File: src/rtl/arb_pkg.sv
// Shared constants and helpers for the arbiter family.
package arb_pkg;

  localparam int unsigned MODE_RR    = 0;
  localparam int unsigned MODE_FIXED = 1;

  // Ceiling log2; returns 0 for n <= 1.
  function automatic int unsigned clog2(input int unsigned n);
    int unsigned r;
    r = 0;
    for (int unsigned i = 0; i < 32; i++) begin
      if ((32'd1 << i) < n) r = i + 1;
    end
    return r;
  endfunction

endpackage

File: src/rtl/rr_pick.sv
// Combinational circular priority pick: first set bit of req at or above start, wrapping.
module rr_pick #(
  parameter int unsigned N   = 4,
  parameter int unsigned IDW = 2
) (
  input  logic [N-1:0]   req,
  input  logic [IDW-1:0] start,
  output logic [N-1:0]   pick,
  output logic           found
);

  logic [2*N-1:0] dbl;
  logic [2*N-1:0] back;
  logic [N-1:0]   rot;
  logic [N-1:0]   rot_pick;

  // Rotate so start sits at bit 0, isolate the lowest set bit, rotate back.
  always_comb begin
    dbl      = {req, req} >> start;
    rot      = dbl[N-1:0];
    rot_pick = rot & (~rot + N'(1));
    back     = {rot_pick, rot_pick} << start;
    pick     = back[2*N-1:N];
    found    = |req;
  end

endmodule

File: src/rtl/rr_arbiter.sv
// N-way arbiter with registered one-hot grant: round-robin or fixed priority,
// optional grant locking bounded by a hold counter.
module rr_arbiter
  import arb_pkg::*;
#(
  parameter int unsigned N        = 4,
  parameter int unsigned MODE     = MODE_RR,
  parameter int unsigned LOCK     = 1,
  parameter int unsigned MAX_HOLD = 8,
  parameter int unsigned IDW      = clog2(N)
) (
  input  logic           clk,
  input  logic           reset,
  input  logic [N-1:0]   request,
  output logic [N-1:0]   grant,
  output logic [IDW-1:0] grant_id,
  output logic           grant_valid
);

  localparam int unsigned HW       = (MAX_HOLD < 2) ? 1 : clog2(MAX_HOLD + 1);
  localparam int unsigned HOLD_LIM = (MAX_HOLD == 0) ? 0 : MAX_HOLD - 1;
  localparam bit          LOCK_EN  = (LOCK != 0);
  localparam bit          FIXED    = (MODE == MODE_FIXED);

  logic [N-1:0]   grant_q, grant_d;
  logic [IDW-1:0] grant_id_q, grant_id_d;
  logic           grant_valid_q, grant_valid_d;
  logic [IDW-1:0] ptr_q, ptr_d;
  logic [HW-1:0]  hold_q, hold_d;

  logic           owned_c, others_c, keep_c, expire_c;
  logic [N-1:0]   req_m_c;
  logic [IDW-1:0] start_c;
  logic [N-1:0]   pick_c;
  logic           found_c;
  logic [IDW-1:0] pick_id_c;

  // Lock decision; an expired hold masks the grantee so someone else wins.
  always_comb begin
    owned_c  = |(grant_q & request);
    others_c = |(request & ~grant_q);
    keep_c   = LOCK_EN && owned_c &&
               ((MAX_HOLD == 0) || (hold_q < HW'(HOLD_LIM)) || !others_c);
    expire_c = LOCK_EN && owned_c && !keep_c;
    req_m_c  = expire_c ? (request & ~grant_q) : request;
    if (FIXED) begin
      start_c = '0;
    end else begin
      start_c = (ptr_q == IDW'(N - 1)) ? '0 : ptr_q + IDW'(1);
    end
  end

  rr_pick #(
    .N   (N),
    .IDW (IDW)
  ) u_pick (
    .req   (req_m_c),
    .start (start_c),
    .pick  (pick_c),
    .found (found_c)
  );

  always_comb begin
    pick_id_c = '0;
    for (int unsigned i = 0; i < N; i++) begin
      if (pick_c[i]) pick_id_c = pick_id_c | IDW'(i);
    end
  end

  always_comb begin
    grant_d       = '0;
    grant_id_d    = '0;
    grant_valid_d = 1'b0;
    ptr_d         = ptr_q;
    hold_d        = '0;
    if (keep_c) begin
      grant_d       = grant_q;
      grant_id_d    = grant_id_q;
      grant_valid_d = 1'b1;
      hold_d        = (&hold_q) ? hold_q : hold_q + HW'(1);
    end else if (found_c) begin
      grant_d       = pick_c;
      grant_id_d    = pick_id_c;
      grant_valid_d = 1'b1;
      ptr_d         = pick_id_c;
    end
  end

  always_ff @(posedge clk or negedge reset) begin
    if (!reset) begin
      grant_q       <= '0;
      grant_id_q    <= '0;
      grant_valid_q <= 1'b0;
      ptr_q         <= IDW'(N - 1);
      hold_q        <= '0;
    end else begin
      grant_q       <= grant_d;
      grant_id_q    <= grant_id_d;
      grant_valid_q <= grant_valid_d;
      ptr_q         <= ptr_d;
      hold_q        <= hold_d;
    end
  end

  assign grant       = grant_q;
  assign grant_id    = grant_id_q;
  assign grant_valid = grant_valid_q;

endmodule

File: config.mk
export PLATFORM = sky130hd
export DESIGN_NAME = rr_arbiter
export DESIGN_NICKNAME = d
export VERILOG_FILES = /design/src/rtl/arb_pkg.sv /design/src/rtl/rr_pick.sv /design/src/rtl/rr_arbiter.sv
export SDC_FILE = /design/constraint.sdc
export NUM_CORES = 1
export LEC_CHECK = 0
export CORE_ASPECT_RATIO = 0.75
export CORE_MARGIN = 4
export CORE_UTILIZATION = 46
export DETAILED_ROUTE_END_ITERATION = 8
export PLACE_DENSITY = 0.73
export SETUP_SLACK_MARGIN = 0.1
export SLEW_MARGIN = 20
export SYNTH_ARGS = -nofsm -noshare
export SYNTH_HDL_FRONTEND = slang
export SYNTH_SLANG_ARGS = --single-unit
File: constraint.sdc
create_clock -name clk -period 2 [get_ports clk]
set_clock_uncertainty 0.2 [all_clocks]
set_input_delay 0.5 -clock clk [delete_from_list [all_inputs] [get_ports clk]]
set_output_delay 0.5 -clock clk [all_outputs]
set_load 0.01 [all_outputs]
==> out/qor.csv <==
stage,metric,value,unit
placed_design,io_buffers,12,
cts,h-tree-depth,1,
pwr,pwr-share-seq,27.1,%
synth,postSynthCellCount,86,
floorplanning,fp.coreArea,1590,um^2
sta,fmax,516,MHz
synth,synth-edff-count,0,
synth,syn_area_per_cell,9.62,um^2
synth,synth_top_area_cell,dfrtp_1,
sta,rsz0062_at_grt,yes,
drt,via_per_inst,5.99,
floorplanning,initial_core_util,52.0,%
sta,layout_min_cycle_time,1940,ps
min_path,worstHoldPathCells,2,
sta,finalHoldViolCount,0,
cts,cts_made_buffers,3,
synth,yosysSeqAreaShare,39.6,%
synth,ys_seq_elements,13,
global_routing,grt_antenna_before_repair,0,
critical_path,path_class,primary input to flop,
sta,max-slew-margin-rel,68.4,%
global_routing,grt_pass1_vias,791,
floorplanning,die_y,44.7,um
drt,vias,892,
synth,yosys_warnings,0,
drt,route.detailed.drc,0,
critical_path,path_delay_family,compound AO/OA/AOI/OAI gates,
drt,initialDrtViolationCount,60,
cts,cts.sinks,13,
cts,clk_latency,270,ps
synth,synthTopCellsByArea,"dfrtp_1, dfstp_2, nand2_1",
layout,layout_commonest_cell,buf_4,
min_path,min_path_type,flop to flop,
layout,nets,137,
pwr,combPwrFrac,63.9,%
floorplanning,dieWidth,57.0,um
sta,hold_ws,302,ps
pwr,p_int,1.02,mW
critical_path,arrival,1920,ps
synth,synthFlopType,dfrtp_1,
placed_design,hpwl,1.51,mm
pwr,p_sw,0.770,mW
critical_path,cp.required,1980,ps
critical_path,crit_chain,"dlygate4sd2_1, buf_4, a22oi_1, a21oi_4, a21oi_4, a22oi_1, o21ai_1",
synth,async_flop_share,100,%
pwr,swShare,43.0,%
placed_design,dp_cells,130,
critical_path,cp-start-kind,primary input,
pwr,clkPwrFrac,8.9,%
layout,syn_to_final_growth,54.9,%
pwr,ir_drop,1.12,mV
synth,synth_nets,94,
cts,cts_tree,built,
critical_path,slowest_delay,420,ps
critical_path,cp_slowest_cell,a22oi_1,
layout,final_cells,149,
cts,clk_pin_slew,80,ps
critical_path,reg2reg_slack,70,ps
layout,layout_common_cells,"buf_4, nand2_1, nor2_1, dfrtp_1, dlygate4sd2_1",
drt,drt_wl_total,2.68,mm
global_routing,grt_pass1_wl,3.75,mm
critical_path,worstPathMaxFanout,5,
critical_path,timing.rr.end,grant_id[1],
synth,synth_top_area_share,33.3,%
sta,finalCritPeriodShare,97.0,%
global_routing,grt_max_degree,14,
critical_path,r2r_start,ptr_q[0],
layout,num_antenna_cells,0,
placed_design,place_congestion,0.858,
floorplanning,fp.dieArea,2550,um^2
floorplanning,io_pins,13,
min_path,hold_start,grant_id[0],
cts,cts_hold_buf,0,
global_routing,grt_usage,19.4,%
synth,synth_area,827,um^2
sta,tightestPinTransition,474,ps
cts,clockBufferDepth,2,
pwr,cellLeakagePower,0.594,nW
critical_path,worstRegToRegCells,5,
layout,drive_gt1_share,45.3,%
drt,drtAntennaViolNets,0,
critical_path,setup.worst_path.end_class,flop,
drt,drt-pass1-iter-count,4,
sta,drv_slew,0,
sta,final-setup-viol-count,0,
cts,root_buffer,clkbuf_4,
critical_path,critPathBufInv,2,
pwr,power_density,1400,nW/um^2
floorplanning,rows,12,
synth,yosysUniqueCellTypes,32,
min_path,min_to,grant_id[0],
drt,wl_per_cell,18.0,um
global_routing,overflow,0,
flow_run,drv_cap,0,
status,outcome,completed,
[worst max-delay path by stage]
| stage | to | slack, ps | cells past startpoint | from |
|---|---|---|---|---|
| final | grant_id[1] | 60 | 7 | request[1] |
| after global routing | grant_id[1] | 10 | 6 | hold_q[1] |
| after CTS | grant_id[1] | 90 | 8 | hold_q[1] |
| after detailed placement | grant_id[1] | -480 | 7 | request[0] |
| after global placement | grant_id[1] | -390 | 7 | request[0] |
| after floorplan | grant[0] | 140 | 7 | hold_q[0] |
[worst reg2reg max path, stage by stage, from the launching register on]
cell and delay, ps:
dfstp_2 580, ha_1 320, a21o_1 190, o21a_1 220
a22oi_1 170, o21ai_1 120
[repair_timing]
| action | in CTS | in global routing |
|---|---|---|
| endpoints found under the hold margin | 0 | 0 |
| setup buffers | 9 | 6 |
| resized for setup | 17 | 16 |
| endpoints found under the setup margin | 14 | 13 |
| pin swaps | 3 | 9 |
| gates cloned | 0 | 0 |
[metal layers]
metal	track usage, %	vias up	share of wire (%)
met4	9.26	0	4.9
met5	0	-	0
met2	30.8	63	45
li1	-	405	-
met3	4.29	21	9.5
met1	25.4	403	41
[kinds of logic after synthesis]
group                      count (synthesis)  share of synthesized area (%)
AOI/OAI and AO/OA                         31                           31.3
DFF                                       13                           39.6
muxes                                      1                           1.21
xor gates and xnor gates                   1                           1.06
adders and majority gates                  2                           3.03
and+or+nand+nor                           38                           23.8
[per-stage QoR]
| stage | instance area, um^2 | util [%] | worst slack (ps) | power [mW] | setup TNS [ps] |
|---|---|---|---|---|---|
| 2_1_floorplan | 830 | - | 143 | 1.02 | 0 |
| 3_3_place_gp | 1060 | 66.5 | -395 | 1.33 | -3050 |
| 3_5_place_dp | 1060 | 66.5 | -482 | 1.34 | -3790 |
| 4_1_cts | 1180 | 74.0 | 90.8 | 1.60 | 0 |
| 5_1_grt | 1280 | 80.5 | 11.6 | 1.90 | 0 |
| 6_report | 1280 | 80.5 | 60.1 | 1.79 | 0 |
[state kept, by name (all words and copies together) (netlist names)]
signal,flops
ptr_q,2
grant_valid,1
grant_id,2
grant,4
hold_q,4
[power groups by stage]
stage / sequential (mW) / clock, mW / combinational, mW
5_1_grt: 0.496 / 0.179 / 1.23
4_1_cts: 0.477 / 0.163 / 0.958
3_5_place_dp: 0.481 / 0 / 0.859
2_1_floorplan: 0.488 / 0 / 0.535
3_3_place_gp: 0.482 / 0 / 0.846
6_report: 0.486 / 0.160 / 1.15
[synth_stat cells, types with 3 or more instances]
library cell and instances:
nand2b_4 3, nand2_1 13, a22oi_1 3, nand3_1 5, a21oi_2 4, a21oi_1 4, dfrtp_1 11, nor2_1 10
[cell type report]
class,instances,area (um^2)
multi-input combinational,73,581
sequential,13,332
timing repair buffer,38,317
fill,100,310
clock buffer,4,26.3
tap,21,26.3
Note: power is estimated with default switching activity, not from simulation.
